### src/rtl/multi_channel_watchdog.sv
// N-channel heartbeat watchdog on a shared prescaled tick: per-channel warn/trip flags,
// masked broadcast kill and a saturating trip-event counter.
module multi_channel_watchdog #(
  parameter int unsigned NUM_CH   = 4,
  parameter int unsigned CLK_FREQ = 125_000_000,
  parameter int unsigned TICK_HZ  = 1000,
  parameter int unsigned CNT_W    = 16,
  parameter int unsigned WARN_PCT = 80
) (
  input  logic                    clk,
  input  logic                    rstn,
  input  logic [NUM_CH-1:0]       heartbeat,
  input  logic [NUM_CH-1:0]       enable,
  input  logic [NUM_CH-1:0]       clear,
  input  logic [NUM_CH-1:0]       latch_mode,
  input  logic [NUM_CH*CNT_W-1:0] timeout,
  input  logic [NUM_CH-1:0]       kill_mask,
  output logic [NUM_CH-1:0]       triggered,
  output logic [NUM_CH-1:0]       warning,
  output logic [NUM_CH*CNT_W-1:0] time_remaining,
  output logic                    kill,
  output logic [15:0]             trip_count,
  output logic                    tick
);

  localparam int unsigned DIV = CLK_FREQ / TICK_HZ;
  localparam int unsigned PW  = (DIV > 1) ? $clog2(DIV) : 1;
  localparam logic [PW-1:0] PMAX = PW'(DIV - 1);
  localparam int unsigned MW  = CNT_W + 7;
  localparam int unsigned TW  = $clog2(NUM_CH + 1);

  typedef enum logic [1:0] {IDLE, ARMED, WARN, TRIPPED} state_t;

  state_t            state [NUM_CH];
  logic [CNT_W-1:0]  cnt   [NUM_CH];
  logic [PW-1:0]     presc;

  logic [CNT_W-1:0]  tmo [NUM_CH];
  logic [CNT_W:0]    nxt [NUM_CH];
  logic [NUM_CH-1:0] idle_force, live, trip_hit, warn_hit;
  logic [TW-1:0]     trips_now;
  logic [16:0]       trip_sum;

  // live = this cycle's tick actually advances the channel (no higher-priority event pending)
  always_comb begin
    trips_now = '0;
    for (int unsigned i = 0; i < NUM_CH; i++) begin
      tmo[i]        = timeout[i*CNT_W +: CNT_W];
      nxt[i]        = {1'b0, cnt[i]} + (CNT_W+1)'(1);
      idle_force[i] = !enable[i] || (tmo[i] == '0);
      live[i]       = !idle_force[i] && !clear[i] && !heartbeat[i] && tick &&
                      (state[i] == ARMED || state[i] == WARN);
      trip_hit[i]   = live[i] && (nxt[i] >= {1'b0, tmo[i]});
      warn_hit[i]   = live[i] && !trip_hit[i] &&
                      (MW'(nxt[i]) * MW'(100) >= MW'(tmo[i]) * MW'(WARN_PCT));
      trips_now     = trips_now + TW'(trip_hit[i]);
    end
    trip_sum = {1'b0, trip_count} + 17'(trips_now);
  end

  always_ff @(posedge clk) begin
    if (!rstn) begin
      presc          <= '0;
      tick           <= 1'b0;
      trip_count     <= '0;
      kill           <= 1'b0;
      triggered      <= '0;
      warning        <= '0;
      time_remaining <= '0;
      for (int unsigned i = 0; i < NUM_CH; i++) begin
        state[i] <= IDLE;
        cnt[i]   <= '0;
      end
    end else begin
      presc      <= (presc == PMAX) ? '0 : presc + PW'(1);
      tick       <= (presc == PMAX);
      trip_count <= trip_sum[16] ? '1 : trip_sum[15:0];
      kill       <= |(triggered & kill_mask);
      for (int unsigned i = 0; i < NUM_CH; i++) begin
        triggered[i] <= (state[i] == TRIPPED);
        warning[i]   <= (state[i] == WARN) || (state[i] == TRIPPED);
        // clamp: a lowered timeout can leave the counter at or past it until the next tick
        time_remaining[i*CNT_W +: CNT_W] <=
          ((state[i] == ARMED || state[i] == WARN) && cnt[i] < tmo[i]) ? tmo[i] - cnt[i] : '0;

        if (idle_force[i]) begin
          state[i] <= IDLE;
          cnt[i]   <= '0;
        end else if (clear[i] || state[i] == IDLE ||
                     (heartbeat[i] && (state[i] != TRIPPED || !latch_mode[i]))) begin
          state[i] <= ARMED;
          cnt[i]   <= '0;
        end else if (trip_hit[i]) begin
          state[i] <= TRIPPED;
          cnt[i]   <= tmo[i];
        end else if (live[i]) begin
          state[i] <= warn_hit[i] ? WARN : ARMED;
          cnt[i]   <= nxt[i][CNT_W-1:0];
        end
      end
    end
  end

endmodule

### config.mk
export PLATFORM = sky130hd
export DESIGN_NAME = multi_channel_watchdog
export DESIGN_NICKNAME = d
export VERILOG_FILES = /design/src/rtl/multi_channel_watchdog.sv
export SDC_FILE = /design/constraint.sdc
export NUM_CORES = 1
export LEC_CHECK = 0
export CORE_ASPECT_RATIO = 1.5
export CORE_UTILIZATION = 56
export CTS_CLUSTER_DIAMETER = 100
export CTS_CLUSTER_SIZE = 16
export DETAILED_ROUTE_END_ITERATION = 12
export PLACE_DENSITY = 0.87
export SLEW_MARGIN = 10
export SYNTH_ARGS = -nofsm -noshare
export SYNTH_HDL_FRONTEND = slang
export SYNTH_SLANG_ARGS = --single-unit
export TNS_END_PERCENT = 100
### constraint.sdc
create_clock -name clk -period 5.8 [get_ports clk]
set_clock_uncertainty 0.2 [all_clocks]
set_input_delay 1.45 -clock clk [delete_from_list [all_inputs] [get_ports clk]]
set_output_delay 1.45 -clock clk [all_outputs]
set_load 0.01 [all_outputs]
==> results of run 1 <==
per-layer routing:
| layer | vias up | track usage | wire length [um] |
|---|---|---|---|
| met3 | 414 | 0.0435 | 4050 |
| met5 | - | 0 | 17 |
| met2 | 1031 | 0.604 | 38200 |
| met1 | 11100 | 0.317 | 26400 |
| li1 | 10800 | - | - |
| met4 | 2 | 0.220 | 6170 |
state kept, by name, indices dropped and copies added, names as in the netlist:
register,count
cnt,64
time_remaining,64
presc,17
trip_count,16
warning,4
state,8
triggered,4
tick,1
kill,1
cells in the mapped netlist, drive strengths merged (36+ instances only):
library cell  count
xnor2           213
dfxtp           107
edfxtp           72
nor2            270
a211oi           62
o21ai            91
inv             380
nand3            81
nor3             64
nand4            36
fa               47
ha              524
xor2             75
a21oi           137
nand2           118
a21o             75
cell usage in the layout (no fill, tap or decap), drive strengths merged, types with 11 or more instances in the layout:
cell and count:
inv 387, nand4 36, and2 14, clkbuf 19, fa 47, edfxtp 72
nor4 29, o21ai 91, or3 24, mux2i 14, nand2b 24, nor2 270
nor3 64, dfxtp 107, a21boi 11, nor2b 32, o41ai 11, a21oi 137
o21bai 23, xor2 75, buf 354, nand3 81, a211oi 62, and3 32
a31oi 26, xnor2 213, ha 524, o21a 16, clkdlybuf4s50 174, a21o 75
nand2 118
worst max-delay path: cells and delay by family (launching register included):
family	cells	cell delay, ns
simple gates	3	0.62
xor+xnor	2	0.31
flops	1	0.53
buf+inv	2	0.25
fa+ha+maj	6	1.61
compound gates	13	2.34
cell type report:
class                           instances  share of cell area
Timing Repair Buffer                  529               0.147
Sequential cell                       179               0.142
Inverter                              380              0.0471
Clock buffer                           19              0.0146
Clock inverter                         13             0.00446
Tap cell                              558              0.0230
Multi-Input combinational cell       2174               0.622
how the worst max path moves through the flow:
stage,from,to,slack (ns)
5_1_grt,cnt[0][1],state[0][0],-0.56
6_report,cnt[0][1],state[0][1],-0.33
3_3_place_gp,timeout[2],trip_count[15],-0.32
3_5_place_dp,timeout[3],state[0][1],-0.47
2_1_floorplan,cnt[0][4],state[0][0],-0.07
4_1_cts,cnt[0][1],state[0][1],-0.17
where the power goes:
part	switching (mW)	internal, mW
registers	0.0149	1.32
clock network	0.606	0.585
logic	0.683	0.590
metrics by stage:
stage / total power, mW / setup slack [ns] / setup TNS (ns) / hold slack, ns / area [um2]
after CTS: 3.74 / -0.173 / -0.310 / 0.256 / 29200
after global routing: 3.97 / -0.563 / -3.01 / 0.279 / 30300
final: 3.80 / -0.330 / -1.10 / 0.263 / 30300
after detailed placement: 2.56 / -0.469 / -9.09 / 0.245 / 28200
after floorplan: 2.10 / -0.0689 / -0.129 / 0.218 / 23600
after global placement: 2.50 / -0.322 / -5.91 / 0.230 / 28200
what timing repair did:
action,4_1_cts,5_1_grt
setup buffers,18,30
hold buffers,0,0
pin swaps,51,87
setup endpoints to repair,6,24
resized for setup,51,149
logic make-up after synthesis:
| family | Yosys count | share of synthesized area |
|---|---|---|
| buffers and inverters | 417 | 0.0687 |
| multiplexers | 14 | 0.00597 |
| flip-flops | 179 | 0.184 |
| XOR/XNOR | 288 | 0.109 |
| AND/OR/NAND/NOR | 755 | 0.158 |
| adder cells (fa/ha/maj) | 575 | 0.321 |
| AO/OA/AOI/OAI | 542 | 0.154 |
==> out/qor.yml, run 1 <==
setup_path:
  crit_fanout: 6
  worstSetupStartpointType: "register"
  r2r_start: "cnt[0][1]"
  cp.required_ns: 5.81
  rrSetupSlack_ns: -0.33
  crit_arrival_ns: 6.14
  critical-path-slowest-cell: "edfxtp_1"
  cp-end-kind: "register"
  cp_common_cell: "ha_1"
  cp_slowest_stage_delay_ns: 0.53
  rr_endpoint: "state[0][1]"
  rr_worst_depth: 26
  crit_type: "reg2reg"
synth:
  yosysSeqAreaShare: 0.184
  synth_top_cell_area_share: 0.280
  yosysWarnings: 0
  synth.distinct_cells: 82
  synthCells: 2770
  synth_top_cell_by_area: "ha_1"
  syn-num-nets: 3427
  syn_avg_cell_area_um2: 8.47
  synth.area.top_cells: "ha_1 28%, edfxtp_1 9.2%, dfxtp_1 9.1%"
  yosys_register_bits: 179
  synth-async-reset-ratio: 0
  synth-edff-count: 72
  synthesis.area_um2: 23500
  synth_flop_cell: "dfxtp_1"
clock_network:
  numCtsBuffers: 17
  htreeDepth: 4
  cts.path.max_buffers: 2
  clock_latency_ns: 0.48
  clk_pin_slew_ns: 0.08
  cts-root-buf: "clkbuf_16"
  clock-sinks: 179
  cts_tree: "done"
layout:
  layout-drive-gt1-share: 0.175
  fin_cells: 3852
  syn2layout_area_growth_pct: 29.2
  multi_input_area_um2: 18900
  final_nets: 3938
  num_antenna_cells: 0
  nFillCells: 2800
  regArea_um2: 4300
  fin_util: 0.735
sta:
  fmax_mhz: 163
  slew_headroom: 0.384
  tightest_slew_ns: 0.925
  fin_crit_sh: 1.06
  period_minus_slack_ns: 6.13
  worst_slack_ns: -0.330
  hold_violations: 0
  slew_violations: 0
  grt_setup_unrepaired: "yes"
  setup_violations: 4
grt:
  grt_pass1_vias: 23300
  grt_max_degree: 33
  grt_pass1_wl_um: 109000
  grt_antenna_before_repair: 1
  grt_usage: 0.318
  grt_overflow: 0
hold_path:
  worst_hold_startpoint: "presc[0]"
  whs_endpoint: "presc[0]"
  hold_depth: 1
  hold_path_class: "reg2reg"
job:
  cap_violations: 0
detailed_routing:
  ant_nets: 0
  vias: 23300
  vias_per_cell: 6.05
  wire_per_inst_um: 19.4
  drtIter0Drc: 1704
  detail_route.first_pass.iterations: 6
  drc: 0
  routed_wl_um: 74800
status:
  violations: "setup timing"
  outcome: "finished with violations"
placed_design:
  placedCellCount: 3773
  port_buffers: 175
  dp_hpwl_um: 55300
  gp_congestion: 0.942
floorplan:
  fp.coreArea_um2: 41200
  die_w_um: 169
  rows: 91
  fp.dieH_um: 253
  ios: 176
  die-area_um2: 42700
  start_util: 0.569
pwr:
  power_leakage_nw: 14.9
  powerDensity_nw_per_um2: 125
  irDropWorstVdd_uv: 160
No activity file was read; power rests on OpenSTA's default activity.
==> run 2: changes to the inputs <==
SLEW_MARGIN = unset   (was 10)
==> results of run 2 <==
The final DEF is identical to that of run 1; final timing and power are the same.
